===== src/rtl/altera_eth_pause_frame_gen.sv =====
// IEEE 802.3x PAUSE frame generator.
// Turns the XOFF/XON request levels from the RX FIFO pause adapter into
// 60-byte MAC-control frames on a byte-wide Avalon-ST source, tracks the
// local pause state and re-sends XOFF before the peer's quanta runs out.
module altera_eth_pause_frame_gen #(
  parameter logic [47:0] MAC_ADDR       = 48'h000000000000,
  parameter logic [15:0] PAUSE_QUANTA   = 16'hFFFF,
  parameter logic [23:0] REFRESH_CYCLES = 24'd2000000
) (
  input  logic       clk,
  input  logic       reset_n,
  input  logic [1:0] pause_ctrl_sink_data,
  output logic [7:0] src_data,
  output logic       src_valid,
  input  logic       src_ready,
  output logic       src_startofpacket,
  output logic       src_endofpacket,
  output logic       pause_active,
  output logic       frame_sent
);

  typedef enum logic [0:0] {
    ST_IDLE = 1'b0,
    ST_SEND = 1'b1
  } state_t;

  localparam logic [5:0] LAST_IDX = 6'd59;

  // Frame content for a given byte index; bytes past the header are padding.
  function automatic logic [7:0] frame_byte(input logic [5:0] idx, input logic is_xoff);
    logic [7:0] b;
    case (idx)
      6'd0:    b = 8'h01;
      6'd1:    b = 8'h80;
      6'd2:    b = 8'hC2;
      6'd3:    b = 8'h00;
      6'd4:    b = 8'h00;
      6'd5:    b = 8'h01;
      6'd6:    b = MAC_ADDR[47:40];
      6'd7:    b = MAC_ADDR[39:32];
      6'd8:    b = MAC_ADDR[31:24];
      6'd9:    b = MAC_ADDR[23:16];
      6'd10:   b = MAC_ADDR[15:8];
      6'd11:   b = MAC_ADDR[7:0];
      6'd12:   b = 8'h88;
      6'd13:   b = 8'h08;
      6'd14:   b = 8'h00;
      6'd15:   b = 8'h01;
      6'd16:   b = is_xoff ? PAUSE_QUANTA[15:8] : 8'h00;
      6'd17:   b = is_xoff ? PAUSE_QUANTA[7:0]  : 8'h00;
      default: b = 8'h00;
    endcase
    return b;
  endfunction

  // Input stage
  logic [1:0]  req_q1_r;
  logic [1:0]  req_q2_r;
  logic [1:0]  rise_s;
  logic        xoff_ev_r;
  logic        xon_ev_r;

  // Pending requests and pause state
  logic        xoff_pend_r;
  logic        xon_pend_r;
  logic        xoff_pend_nxt_s;
  logic        xon_pend_nxt_s;
  logic        xon_ok_s;
  logic        pause_active_r;
  logic [23:0] timer_r;
  logic        timer_exp_s;

  // Frame FSM and registered source outputs
  state_t      state_r;
  state_t      state_nxt_s;
  logic        type_xoff_r;
  logic        type_xoff_nxt_s;
  logic [5:0]  idx_r;
  logic [5:0]  idx_nxt_s;
  logic [7:0]  data_r;
  logic [7:0]  data_nxt_s;
  logic        valid_r;
  logic        valid_nxt_s;
  logic        sop_r;
  logic        sop_nxt_s;
  logic        eop_r;
  logic        eop_nxt_s;
  logic        frame_sent_r;
  logic        frame_sent_nxt_s;
  logic        take_xoff_s;
  logic        take_xon_s;
  logic        eop_xfer_s;
  logic        xfer_s;

  assign rise_s      = req_q1_r & ~req_q2_r;
  assign xfer_s      = valid_r & src_ready;
  // Refresh fires on the 1-to-0 step of the timer, only while XOFF is still requested.
  assign timer_exp_s = (state_r == ST_IDLE) && (timer_r == 24'd1) && req_q1_r[1];
  // XON is only meaningful if the peer is (or is about to be) paused.
  assign xon_ok_s    = pause_active_r | xoff_pend_r | ((state_r == ST_SEND) & type_xoff_r);

  // Register the request levels twice and register the derived events.
  always_ff @(posedge clk or negedge reset_n) begin
    if (!reset_n) begin
      req_q1_r  <= 2'b00;
      req_q2_r  <= 2'b00;
      xoff_ev_r <= 1'b0;
      xon_ev_r  <= 1'b0;
    end else begin
      req_q1_r  <= pause_ctrl_sink_data;
      req_q2_r  <= req_q1_r;
      xoff_ev_r <= rise_s[1] | timer_exp_s;
      xon_ev_r  <= rise_s[0];
    end
  end

  // Pending-flag update: newest event wins, XOFF beats XON in the same cycle.
  always_comb begin
    xoff_pend_nxt_s = xoff_pend_r;
    xon_pend_nxt_s  = xon_pend_r;
    if (xoff_ev_r) begin
      xoff_pend_nxt_s = 1'b1;
      xon_pend_nxt_s  = 1'b0;
    end else if (xon_ev_r && xon_ok_s) begin
      xon_pend_nxt_s  = 1'b1;
      xoff_pend_nxt_s = 1'b0;
    end else begin
      if (take_xoff_s) begin
        xoff_pend_nxt_s = 1'b0;
      end else begin
        xoff_pend_nxt_s = xoff_pend_r;
      end
      if (take_xon_s) begin
        xon_pend_nxt_s = 1'b0;
      end else begin
        xon_pend_nxt_s = xon_pend_r;
      end
    end
  end

  // Pending flags register.
  always_ff @(posedge clk or negedge reset_n) begin
    if (!reset_n) begin
      xoff_pend_r <= 1'b0;
      xon_pend_r  <= 1'b0;
    end else begin
      xoff_pend_r <= xoff_pend_nxt_s;
      xon_pend_r  <= xon_pend_nxt_s;
    end
  end

  // Pause state and XOFF refresh timer; the timer only runs while idle.
  always_ff @(posedge clk or negedge reset_n) begin
    if (!reset_n) begin
      pause_active_r <= 1'b0;
      timer_r        <= 24'd0;
    end else if (eop_xfer_s) begin
      if (type_xoff_r) begin
        pause_active_r <= 1'b1;
        timer_r        <= REFRESH_CYCLES;
      end else begin
        pause_active_r <= 1'b0;
        timer_r        <= 24'd0;
      end
    end else if ((state_r == ST_IDLE) && (timer_r != 24'd0)) begin
      timer_r <= timer_r - 24'd1;
    end else begin
      timer_r <= timer_r;
    end
  end

  // Frame FSM next state and next registered outputs.
  always_comb begin
    state_nxt_s      = state_r;
    type_xoff_nxt_s  = type_xoff_r;
    idx_nxt_s        = idx_r;
    data_nxt_s       = data_r;
    valid_nxt_s      = valid_r;
    sop_nxt_s        = sop_r;
    eop_nxt_s        = eop_r;
    frame_sent_nxt_s = 1'b0;
    take_xoff_s      = 1'b0;
    take_xon_s       = 1'b0;
    eop_xfer_s       = 1'b0;
    case (state_r)
      ST_IDLE: begin
        if (xoff_pend_r || xon_pend_r) begin
          take_xoff_s     = xoff_pend_r;
          take_xon_s      = ~xoff_pend_r;
          type_xoff_nxt_s = xoff_pend_r;
          state_nxt_s     = ST_SEND;
          idx_nxt_s       = 6'd0;
          data_nxt_s      = frame_byte(6'd0, xoff_pend_r);
          valid_nxt_s     = 1'b1;
          sop_nxt_s       = 1'b1;
          eop_nxt_s       = 1'b0;
        end else begin
          state_nxt_s = ST_IDLE;
        end
      end
      ST_SEND: begin
        if (xfer_s) begin
          if (idx_r == LAST_IDX) begin
            eop_xfer_s       = 1'b1;
            frame_sent_nxt_s = 1'b1;
            state_nxt_s      = ST_IDLE;
            idx_nxt_s        = 6'd0;
            data_nxt_s       = 8'h00;
            valid_nxt_s      = 1'b0;
            sop_nxt_s        = 1'b0;
            eop_nxt_s        = 1'b0;
          end else begin
            idx_nxt_s  = idx_r + 6'd1;
            data_nxt_s = frame_byte(idx_r + 6'd1, type_xoff_r);
            sop_nxt_s  = 1'b0;
            eop_nxt_s  = (idx_r == (LAST_IDX - 6'd1));
          end
        end else begin
          state_nxt_s = ST_SEND;
        end
      end
      default: begin
        state_nxt_s = ST_IDLE;
        idx_nxt_s   = 6'd0;
        data_nxt_s  = 8'h00;
        valid_nxt_s = 1'b0;
        sop_nxt_s   = 1'b0;
        eop_nxt_s   = 1'b0;
      end
    endcase
  end

  // FSM state and source output registers; reset drops any frame in flight.
  always_ff @(posedge clk or negedge reset_n) begin
    if (!reset_n) begin
      state_r      <= ST_IDLE;
      type_xoff_r  <= 1'b0;
      idx_r        <= 6'd0;
      data_r       <= 8'h00;
      valid_r      <= 1'b0;
      sop_r        <= 1'b0;
      eop_r        <= 1'b0;
      frame_sent_r <= 1'b0;
    end else begin
      state_r      <= state_nxt_s;
      type_xoff_r  <= type_xoff_nxt_s;
      idx_r        <= idx_nxt_s;
      data_r       <= data_nxt_s;
      valid_r      <= valid_nxt_s;
      sop_r        <= sop_nxt_s;
      eop_r        <= eop_nxt_s;
      frame_sent_r <= frame_sent_nxt_s;
    end
  end

  assign src_data          = data_r;
  assign src_valid         = valid_r;
  assign src_startofpacket = sop_r;
  assign src_endofpacket   = eop_r;
  assign pause_active      = pause_active_r;
  assign frame_sent        = frame_sent_r;

endmodule


===== config.mk =====
export PLATFORM = sky130hd
export DESIGN_NAME = altera_eth_pause_frame_gen
export DESIGN_NICKNAME = d
export VERILOG_FILES = /design/src/rtl/altera_eth_pause_frame_gen.sv
export SDC_FILE = /design/constraint.sdc
export NUM_CORES = 1
export LEC_CHECK = 0
export ABC_CLOCK_PERIOD_IN_PS = 3300
export BUFFER_PORTS_ARGS = -buffer_cell sky130_fd_sc_hd__clkbuf_2
export CAP_MARGIN = 20
export CORE_ASPECT_RATIO = 1.2
export CORE_UTILIZATION = 30
export CTS_CLUSTER_DIAMETER = 100
export DETAILED_ROUTE_END_ITERATION = 12
export PLACE_DENSITY = 0.52
export SLEW_MARGIN = 30
export SYNTH_ARGS = -nofsm -noshare
export SYNTH_HDL_FRONTEND = slang
export SYNTH_SLANG_ARGS = --single-unit

===== constraint.sdc =====
create_clock -name clk -period 3.3 [get_ports clk]
set_clock_uncertainty 0.15 [all_clocks]
set_input_delay 0.825 -clock clk [delete_from_list [all_inputs] [get_ports clk]]
set_output_delay 0.825 -clock clk [all_outputs]
set_load 0.02 [all_outputs]

==> metrics.cfg <==
[placed_design]
io_buffers = 17
placed_area_um2 = 3060
dpl.hpwl_mm = 4.62
place_ws_ns = 0.595
place.gp.congestion = 0.840

[synth]
seq_area_frac_synth_pct = 43.2
ys_ff_latch = 50
synth_top_area_share_pct = 43.2
syn_nets = 318
synth_ff_type = dfrtp_1
synthTopCellsByArea = dfrtp_1 43%, nand2_1 4.3%, o21ai_0 3.6%
ys_warn_count = 0
yosysMostFrequentCell = dfrtp_1
synth_cells = 305
async_reset_ff_share_pct = 100
synthTopCellsByCount = 50 x dfrtp_1, 33 x nand2_1, 21 x o21ai_0
synth_edf_count = 0
synth.largest_area_cell = dfrtp_1
syn_area_um2 = 2900
avgSynthCellArea_um2 = 9.49
synth_cell_types = 61

[power]
power.total_mw = 1.35
power.density_nw_per_um2 = 427
p_leak_nw = 1.35
ir_drop_v = 0.000207

[timing]
hold_violations = 0
drv_slew = 0
tns_ns = 0
fmax_mhz = 369
layout_min_cycle_time_ns = 2.71
setup_ws_ns = 0.590
post-route-period-util_pct = 82.1
tightest_slew_ns = 0.792
max-slew-margin-rel_pct = 47.2
rsz0062_at_grt = false
finalSetupViolCount = 0

[critical_path]
worstSetupPathType = register to register
crit_fanout = 27
crit_required_ns = 3.40
arrival_ns = 2.81
start_kind = register
end_kind = register

[floorplanning]
pin_count = 18
core_area_um2 = 9220
die-height_um = 110
dieArea_um2 = 10000
num_rows = 38
initial_core_util_pct = 31.4
fp.dieW_um = 91.7

[clock_tree]
cts_setup_buffers = 0
cts_made_buffers = 5
clk_latency_ns = 0.32
numClockSinks = 50
root_buffer = clkbuf_8
clk_pin_slew_worst_paths_ns = 0.11
clock_path_buffers = 2
cts_tree = yes
ctsResizeCount = 0
hold_buffers = 0
cts_max_level = 2

[route]
avgViaCountPerCell = 5.26
num_vias = 2313
wirelength_mm = 6.54
drt_iter0_markers = 129
remaining_drc_errors = 0
wl_per_cell_um = 14.9
ant_nets = 0
dr.pass1.iters = 4

[final_layout]
diodes = 0
final_nets = 332
design_area_um2 = 3160
drive_gt1_share_pct = 17.5
area_growth_pct = 9.12
fillers = 992

[grt]
gr-total-overflow = 0
grt_max_degree = 33
grt_pass1_vias = 2291
grt_pass1_wl_mm = 11.5
antenna_found_initial = 0
track_usage_pct = 14.7

[min_path]
hold_path.class = register to register

[status]
status = finished, final reports clean

[run]
drv_cap = 0

-- layout by cell type (no fill, tap or decap), types with 4 or more instances in the layout --
| master | n |
|---|---|
| nand2_1 | 33 |
| and3_1 | 4 |
| inv_1 | 12 |
| dfrtp_1 | 50 |
| o31a_1 | 4 |
| clkbuf_2 | 16 |
| buf_4 | 11 |
| nand3_1 | 7 |
| o21ai_0 | 21 |
| or3_1 | 5 |
| o31ai_1 | 8 |
| a31oi_1 | 6 |
| or3_2 | 4 |
| nor3_1 | 9 |
| nor4_1 | 6 |
| o21a_1 | 5 |
| xnor2_1 | 4 |
| nor2_1 | 17 |
| a21oi_1 | 16 |
| ha_1 | 8 |
| clkbuf_8 | 5 |
| nor2b_1 | 4 |
-- flip-flops by register name (all words and copies together) (netlist names), 2 cells and up --
name	count
req_q2_r	2
req_q1_r	2
timer_r	24
idx_r	6
src_data	5
-- kinds of logic after synthesis --
family          after synthesis  synth area share, %
fa+ha+maj                     8                 3.46
simple gates                116                 22.0
flops                        50                 43.2
xor+xnor                      5                 1.51
compound gates               89                 22.0
buf+inv                      34                 6.83
mux                           3                 1.04
-- layout make-up --
| cell class | instances | area, µm² | area share, % |
|---|---|---|---|
| clock buffers | 5 | 68.8 | 2.18 |
| clock inverters | 3 | 26.3 | 0.832 |
| inverters | 13 | 48.8 | 1.54 |
| multi-input cells | 221 | 1450 | 45.8 |
| flip-flops and latches | 50 | 1250 | 39.6 |
| well taps | 120 | 150 | 4.75 |
| repair buffers | 28 | 168 | 5.31 |
-- worst paths after layout --
check | from | endpoint | slack [ns] | depth (start not counted)
worst max register to register | idx_r[1]$_DFFE_PN0P_ | timer_r[22]$_DFFE_PN0P_ | 0.59 | 7
max in group asynchronous | reset_n | timer_r[21]$_DFFE_PN0P_ | 1.92 | 2
min in group asynchronous | reset_n | timer_r[9]$_DFFE_PN0P_ | 0.43 | 1
worst min register to register | req_q1_r[0]$_DFF_PN0_ | req_q2_r[0]$_DFF_PN0_ | 0.24 | 0
worst min-delay path | req_q1_r[0]$_DFF_PN0_ | req_q2_r[0]$_DFF_PN0_ | 0.24 | 0
worst max-delay path | idx_r[1]$_DFFE_PN0P_ | timer_r[22]$_DFFE_PN0P_ | 0.59 | 7
-- layer usage --
metal / vias up / global-route usage [%] / wire (µm)
met5: - / 0 / 0
met4: 0 / 6.12 / 124
met3: 9 / 2.35 / 164
met2: 26 / 24.8 / 3180
met1: 1137 / 18.8 / 3070
li1: 1141 / - / -
-- through the flow --
step           util [%]  hold slack (ns)  std cells
2_1_floorplan         -            0.197        305
3_3_place_gp       33.2            0.205        432
3_5_place_dp       33.2            0.216        432
4_1_cts            34.3            0.243        440
5_1_grt            34.3            0.250        440
6_report           34.3            0.236        440
-- where the power goes --
part	internal, mW	switching, mW
clock network	0.157	0.237
logic	0.110	0.167
registers	0.647	0.0306
total	0.913	0.435
-- worst max-delay path, stage by stage (launching register included) --
cell and delay, ns:
dfrtp_1 0.47, ha_1 0.21, or2b_2 0.34, o31ai_4 0.35, o31ai_4 0.11, buf_4 0.23
or4_2 0.62, a21oi_1 0.16
(Power assumes the default switching activity.)
